### config.mk
export PLATFORM = sky130hd
export DESIGN_NAME = mask_lane_distributor
export DESIGN_NICKNAME = d
export VERILOG_FILES = /design/src/rtl/dice_mask_pkg.sv /design/src/rtl/mask_lane_permute.sv /design/src/rtl/mask_lane_distributor.sv
export SDC_FILE = /design/constraint.sdc
export NUM_CORES = 2
export LEC_CHECK = 0
export BUFFER_PORTS_ARGS = -buffer_cell sky130_fd_sc_hd__buf_2
export CORE_AREA = 2 2 251 253
export DETAILED_ROUTE_END_ITERATION = 6
export DIE_AREA = 0 0 253 255
export PLACE_DENSITY = 0.74
export SLEW_MARGIN = 20
export SYNTH_ARGS = -nofsm -noshare
export SYNTH_HDL_FRONTEND = slang
export SYNTH_SLANG_ARGS = --single-unit
### constraint.sdc
create_clock -name clk -period 6.5 [get_ports clk]
set_clock_uncertainty 0.05 [all_clocks]
set_input_delay 0.325 -clock clk [delete_from_list [all_inputs] [get_ports clk]]
set_output_delay 0.325 -clock clk [all_outputs]
set_load 0.03 [all_outputs]
### src/rtl/dice_mask_pkg.sv
// Shared types and helpers for the mask lane distributor.
// Holds the unroll-code type, the sequencing FSM state type, the largest
// supported lane count and the slice-geometry functions used by the permute.
package dice_mask_pkg;

   localparam int MAX_LANES = 16;

   // Wide enough for clog2(MAX_LANES)+1, the widest unroll code port.
   typedef logic [4:0] unroll_code_t;

   typedef enum logic [0:0] {
      S_IDLE = 1'b0,
      S_SEQ  = 1'b1
   } seq_state_t;

   // Width of one interleaved slice for unroll code k.
   function automatic int slice_w(input int lane_w, input int k);
      return lane_w >> (k + 32'sd1);
   endfunction

   // Source bit in the chunk feeding bit bit_idx of lane `lane` under code k.
   // With k=0 this degenerates to lane*lane_w + bit_idx (plain split).
   function automatic int src_bit(input int lane_w, input int k, input int lane, input int bit_idx);
      int s;
      int u;
      s = slice_w(lane_w, k);
      u = 32'sd1 << k;
      return ((lane >> k) * u * lane_w) + ((bit_idx / s) * u * s) + ((lane % u) * s) + (bit_idx % s);
   endfunction

endpackage

### src/rtl/mask_lane_permute.sv
// Combinational chunk-to-lane mask permutation.
// Every legal unroll code gets its own fixed wiring pattern; the code only
// selects between them, so the permute is pure routing plus one mux level.
module mask_lane_permute
   import dice_mask_pkg::*;
#(
   parameter int NUM_LANES = 4,
   parameter int LANE_W    = 64
) (
   input  logic [NUM_LANES*LANE_W-1:0] in_mask,
   input  unroll_code_t                code,
   output logic [NUM_LANES*LANE_W-1:0] lane_mask,
   output logic [NUM_LANES-1:0]        lane_any
);

   localparam int CHUNK_W = NUM_LANES * LANE_W;
   localparam int MAX_K   = $clog2(NUM_LANES);

   logic [MAX_K:0][CHUNK_W-1:0] perm_s;

   for (genvar k = 0; k <= MAX_K; k++) begin : g_code
      for (genvar l = 0; l < NUM_LANES; l++) begin : g_lane
         for (genvar b = 0; b < LANE_W; b++) begin : g_bit
            localparam int SRC = src_bit(LANE_W, k, l, b);
            assign perm_s[k][l*LANE_W+b] = in_mask[SRC];
         end
      end
   end

   // Select the wiring pattern for the (already legalised) unroll code.
   always_comb begin
      lane_mask = perm_s[0];
      for (int k = 1; k <= MAX_K; k++) begin
         if (code == unroll_code_t'(k)) begin
            lane_mask = perm_s[k];
         end else begin
         end
      end
   end

   // Per-lane activity summary.
   always_comb begin
      lane_any = '0;
      for (int l = 0; l < NUM_LANES; l++) begin
         lane_any[l] = |lane_mask[l*LANE_W +: LANE_W];
      end
   end

endmodule

### src/rtl/mask_lane_distributor.sv
// Mask lane distributor top: sequence FSM, chunk counter, 2-entry output FIFO.
// Optional build macro MASK_SKIP_EMPTY_EN: all-zero non-last chunks are
// consumed (counter still advances) without producing an output entry.
module mask_lane_distributor
   import dice_mask_pkg::*;
#(
   parameter int NUM_LANES = 4,
   parameter int LANE_W    = 64,
   parameter int CIDX_W    = 4,
   localparam int CHUNK_W  = NUM_LANES * LANE_W,
   localparam int UL_W     = $clog2(NUM_LANES) + 1
) (
   input  logic                 clk,
   input  logic                 reset,
   input  logic                 in_valid,
   output logic                 in_ready,
   input  logic [CHUNK_W-1:0]   in_mask,
   input  logic [UL_W-1:0]      in_unroll_log2,
   input  logic                 in_last,
   output logic                 out_valid,
   input  logic                 out_ready,
   output logic [CHUNK_W-1:0]   out_mask,
   output logic [NUM_LANES-1:0] out_lane_any,
   output logic [CIDX_W-1:0]    out_chunk_idx,
   output logic                 out_last,
   output logic                 err_unroll
);

   localparam int MAX_K   = $clog2(NUM_LANES);
   localparam int ENTRY_W = CHUNK_W + NUM_LANES + CIDX_W + 1;

   seq_state_t          state_r;
   unroll_code_t        unroll_r;
   logic [CIDX_W-1:0]   cnt_r;
   logic                err_r;
   logic [1:0]          count_r;
   logic [ENTRY_W-1:0]  head_r;
   logic [ENTRY_W-1:0]  tail_r;

   logic                accept_s;
   logic                push_s;
   logic                pop_s;
   logic                skip_s;
   logic                illegal_s;
   unroll_code_t        code_in_s;
   unroll_code_t        legal_code_s;
   unroll_code_t        eff_code_s;
   logic [CHUNK_W-1:0]  perm_mask_s;
   logic [NUM_LANES-1:0] perm_any_s;
   logic [ENTRY_W-1:0]  new_entry_s;

   assign in_ready  = (count_r < 2'd2);
   assign out_valid = (count_r != 2'd0);
   assign accept_s  = in_valid && in_ready;
   assign pop_s     = out_valid && out_ready;

   assign code_in_s    = unroll_code_t'(in_unroll_log2);
   assign illegal_s    = (code_in_s > unroll_code_t'(MAX_K));
   assign legal_code_s = illegal_s ? unroll_code_t'(0) : code_in_s;
   // Inside a sequence the input code is ignored in favour of the latched one.
   assign eff_code_s   = (state_r == S_IDLE) ? legal_code_s : unroll_r;

`ifdef MASK_SKIP_EMPTY_EN
   assign skip_s = (in_mask == '0) && !in_last;
`else
   assign skip_s = 1'b0;
`endif

   assign push_s = accept_s && !skip_s;

   mask_lane_permute #(
      .NUM_LANES (NUM_LANES),
      .LANE_W    (LANE_W)
   ) u_permute (
      .in_mask   (in_mask),
      .code      (eff_code_s),
      .lane_mask (perm_mask_s),
      .lane_any  (perm_any_s)
   );

   assign new_entry_s = {perm_mask_s, perm_any_s, cnt_r, in_last};

   assign out_mask      = head_r[ENTRY_W-1 -: CHUNK_W];
   assign out_lane_any  = head_r[CIDX_W+1 +: NUM_LANES];
   assign out_chunk_idx = head_r[1 +: CIDX_W];
   assign out_last      = head_r[0];
   assign err_unroll    = err_r;

   // Sequence FSM: latches the unroll code at sequence start, flags illegal codes.
   always_ff @(posedge clk) begin
      if (reset) begin
         state_r  <= S_IDLE;
         unroll_r <= unroll_code_t'(0);
         err_r    <= 1'b0;
      end else if (accept_s) begin
         case (state_r)
            S_IDLE: begin
               unroll_r <= legal_code_s;
               if (illegal_s) begin
                  err_r <= 1'b1;
               end
               state_r <= in_last ? S_IDLE : S_SEQ;
            end
            S_SEQ: begin
               state_r <= in_last ? S_IDLE : S_SEQ;
            end
            default: begin
               state_r <= S_IDLE;
            end
         endcase
      end
   end

   // Chunk index counter: restarts after the last chunk of a sequence.
   always_ff @(posedge clk) begin
      if (reset) begin
         cnt_r <= '0;
      end else if (accept_s) begin
         cnt_r <= in_last ? '0 : cnt_r + CIDX_W'(1);
      end
   end

   // Two-entry output FIFO: head_r drives the outputs, tail_r holds the spare.
   always_ff @(posedge clk) begin
      if (reset) begin
         count_r <= 2'd0;
         head_r  <= '0;
         tail_r  <= '0;
      end else begin
         case ({push_s, pop_s})
            2'b10: begin
               if (count_r == 2'd0) begin
                  head_r <= new_entry_s;
               end else begin
                  tail_r <= new_entry_s;
               end
               count_r <= count_r + 2'd1;
            end
            2'b01: begin
               head_r  <= tail_r;
               count_r <= count_r - 2'd1;
            end
            2'b11: begin
               if (count_r == 2'd1) begin
                  head_r <= new_entry_s;
               end else begin
                  head_r <= tail_r;
                  tail_r <= new_entry_s;
               end
            end
            default: begin
               count_r <= count_r;
            end
         endcase
      end
   end

endmodule

==> flow_metrics.env <==
export IMPL_peakVddDrop_v=0.000382
export IMPL_die_area_mm2=0.0645
export IMPL_antenna_found_initial=56
export IMPL_total_power_mw=14.5
export IMPL_slew_violations=0
export IMPL_synth_fp_nets=3868
export IMPL_hold_ws_ns=0.0396
export IMPL_ys_seq_elements=543
export IMPL_insertion_delay_ns=0.64
export IMPL_mostFrequentLayoutCells="nor2_1, dfxtp_1, buf_2, nand2_1, a21oi_1"
export IMPL_violations="DRC"
export IMPL_reg2reg_to="head_r[7]"
export IMPL_wl_per_cell_um=27.2
export IMPL_synth_edff_count=0
export IMPL_avgViaCountPerCell=6.67
export IMPL_path_clk_slew_ns=0.06
export IMPL_hold_path_startpoint="in_unroll_log2[2]"
export IMPL_ant_nets=0
export IMPL_period_share_pct=67.2
export IMPL_min_to="unroll_r[0]"
export IMPL_netlist_area_mm2=0.0275
export IMPL_async_flop_share_pct=0
export IMPL_grt_max_degree=211
export IMPL_yosysWarnings=0
export IMPL_area_growth_pct=18.0
export IMPL_cts_num_sinks=543
export IMPL_first_iter_violations=6003
export IMPL_hold_class="primary input to flop"
export IMPL_rsz0062_at_grt="false"
export IMPL_drive_gt1_share_pct=18.9
export IMPL_seq_area_frac_synth_pct=39.5
export IMPL_yosys_cell_types_count=60
export IMPL_worstSetupPathType="flop to flop"
export IMPL_reg2reg_from="state_r"
export IMPL_die_y_um=255
export IMPL_arrival_ns=4.81
export IMPL_dp_hpwl_um=88900
export IMPL_nets=4135
export IMPL_postSynthAreaPerCell_um2=7.65
export IMPL_grt_pass1_vias=27500
export IMPL_grt_first_pass_wirelength_um=184000
export IMPL_tightest_slew_ns=1.15
export IMPL_fmax_ghz=0.229
export IMPL_path_max_fanout=49
export IMPL_max_slew_margin_pct=23.1
export IMPL_required_ns=6.95
export IMPL_initial_utilization_pct=44.3
export IMPL_grt_overflow=0
export IMPL_core_area_mm2=0.0622
export IMPL_yosys_most_used_dff="dfxtp_1"
export IMPL_drt_wl_total_um=129000
export IMPL_outcome="complete, but fails checks"
export IMPL_cts_resized=0
export IMPL_final_common_cell="nor2_1"
export IMPL_dieWidth_um=253
export IMPL_track_usage_pct=37.7
export IMPL_clock_path_buffers=3
export IMPL_drc=26
export IMPL_critical_path_startpoint="state_r"
export IMPL_numPortBuffers=531
export IMPL_period_needed_ns=4.37
export IMPL_gp_congestion=0.980
export IMPL_p_per_area_mw_per_mm2=447
export IMPL_p_leak_nw=12.9
export IMPL_htreeDepth=2
export IMPL_ff2ff_path_depth=8
export IMPL_worst_setup_path_start_kind="flop"
export IMPL_reg2reg_setup_slack_ns=2.13
export IMPL_synthCells=3598
export IMPL_cts_made_buffers=60
export IMPL_vias=31600
export IMPL_cts_tree="yes"
export IMPL_hold_viol_final=0
export IMPL_whs_path_depth=4
export IMPL_crit_path_end_kind="flop"
export IMPL_io_pins=532
export IMPL_cap_violations=0
export IMPL_setup_tns_ns=0
export IMPL_root_buffer="clkbuf_16"
export IMPL_rows=92
export IMPL_setup_violations=0
export IMPL_drt_first_pass_iters=7
export IMPL_fillers=6008
==> cell type report <==
class | instances | area (um2) | share of cell area [%]
clock inverters | 24 | 256 | 0.789
flip-flops and latches | 543 | 10900 | 33.5
inverters | 8 | 30.0 | 0.0924
repair buffers | 585 | 3260 | 10.0
clock buffers | 83 | 1760 | 5.41
multi-input cells | 2667 | 15200 | 46.9
well taps | 799 | 1000 | 3.08
diodes | 30 | 75.1 | 0.231
==> metal layers <==
layer	wire, um	GRT usage, %	vias up
li1	-	-	13900
met1	48400	48.6	14800
met2	53400	53.7	2337
met3	17600	13.0	510
met4	9060	23.6	50
met5	333	0	-
==> state kept, by name, summed over array words and instances (netlist names) <==
name        cells
head_r        265
cnt_r           4
count_r         2
tail_r        265
err_unroll      1
unroll_r        5
state_r         1
==> critical path, cell delays in order, from the launching register on <==
cell and delay [ns]:
dfxtp_1 0.48, nor4b_2 0.65, o21a_4 0.69, nand2_2 0.53, buf_4 0.40, o221a_2 0.32
or4b_1 0.52, nor4_1 0.41, a311oi_1 0.16
==> through the flow <==
| step | util [%] | area, um2 | cells | worst slack [ns] |
|---|---|---|---|---|
| global route | 52.2 | 32500 | 4727 | 1.87 |
| global placement | 48.6 | 30200 | 4584 | 2.24 |
| floorplan | - | 27500 | 3598 | 3.57 |
| finish | 52.3 | 32500 | 4739 | 2.13 |
| CTS | 52.1 | 32400 | 4709 | 2.19 |
| detailed placement | 48.6 | 30200 | 4584 | 2.20 |
==> cells in the mapped netlist, types with 50 or more instances <==
library cell | instances | area share (%)
nor2_1 | 614 | 8.4
clkbuf_1 | 284 | 3.9
a21oi_1 | 272 | 4.9
o211ai_1 | 69 | 1.9
a211oi_1 | 169 | 4.6
o21ai_0 | 228 | 4.1
a221oi_1 | 93 | 3.0
a22oi_1 | 50 | 1.4
nor3_1 | 191 | 3.5
buf_2 | 60 | 1.1
dfxtp_1 | 543 | 39
o221ai_1 | 52 | 1.7
a2bb2oi_1 | 88 | 2.8
a222oi_1 | 113 | 4.1
nand2_1 | 421 | 5.7
==> worst max-delay path by stage <==
| stage | cells after the start | slack [ns] | to |
|---|---|---|---|
| 6_report | 8 | 2.13 | head_r[7] |
| 5_1_grt | 8 | 1.87 | tail_r[7] |
| 4_1_cts | 8 | 2.19 | head_r[7] |
| 3_5_place_dp | 8 | 2.20 | tail_r[7] |
| 3_3_place_gp | 8 | 2.24 | head_r[7] |
| 2_1_floorplan | 13 | 3.57 | tail_r[172] |
==> timing repair <==
| action | in CTS | in global routing |
|---|---|---|
| hold buffers | 18 | 0 |
| buffers inserted | 0 | 0 |
| hold endpoints to repair | 32 | 0 |
==> cell families (layout without fill, tap and decap cells) <==
group | Yosys count | in the layout | synth area share (%)
buffers and inverters | 388 | 700 | 5.59
XOR/XNOR | 2 | 2 | 0.0636
other | 0 | 30 | 0
adder cells (fa/ha/maj) | 6 | 6 | 0.273
multiplexers | 51 | 51 | 2.04
flip-flops | 543 | 543 | 39.5
AO/OA/AOI/OAI | 1239 | 1239 | 31.5
AND/OR/NAND/NOR | 1369 | 1369 | 21.0
==> where the power goes <==
part | total [mW] | internal [mW] | leakage (nW) | switching (mW)
clock | 3.52 | 2.04 | 0.991 | 1.47
sequential | 4.97 | 4.37 | 4.46 | 0.606
combinational | 6.03 | 1.74 | 7.45 | 4.29
Power figures use the tool's default switching activity.
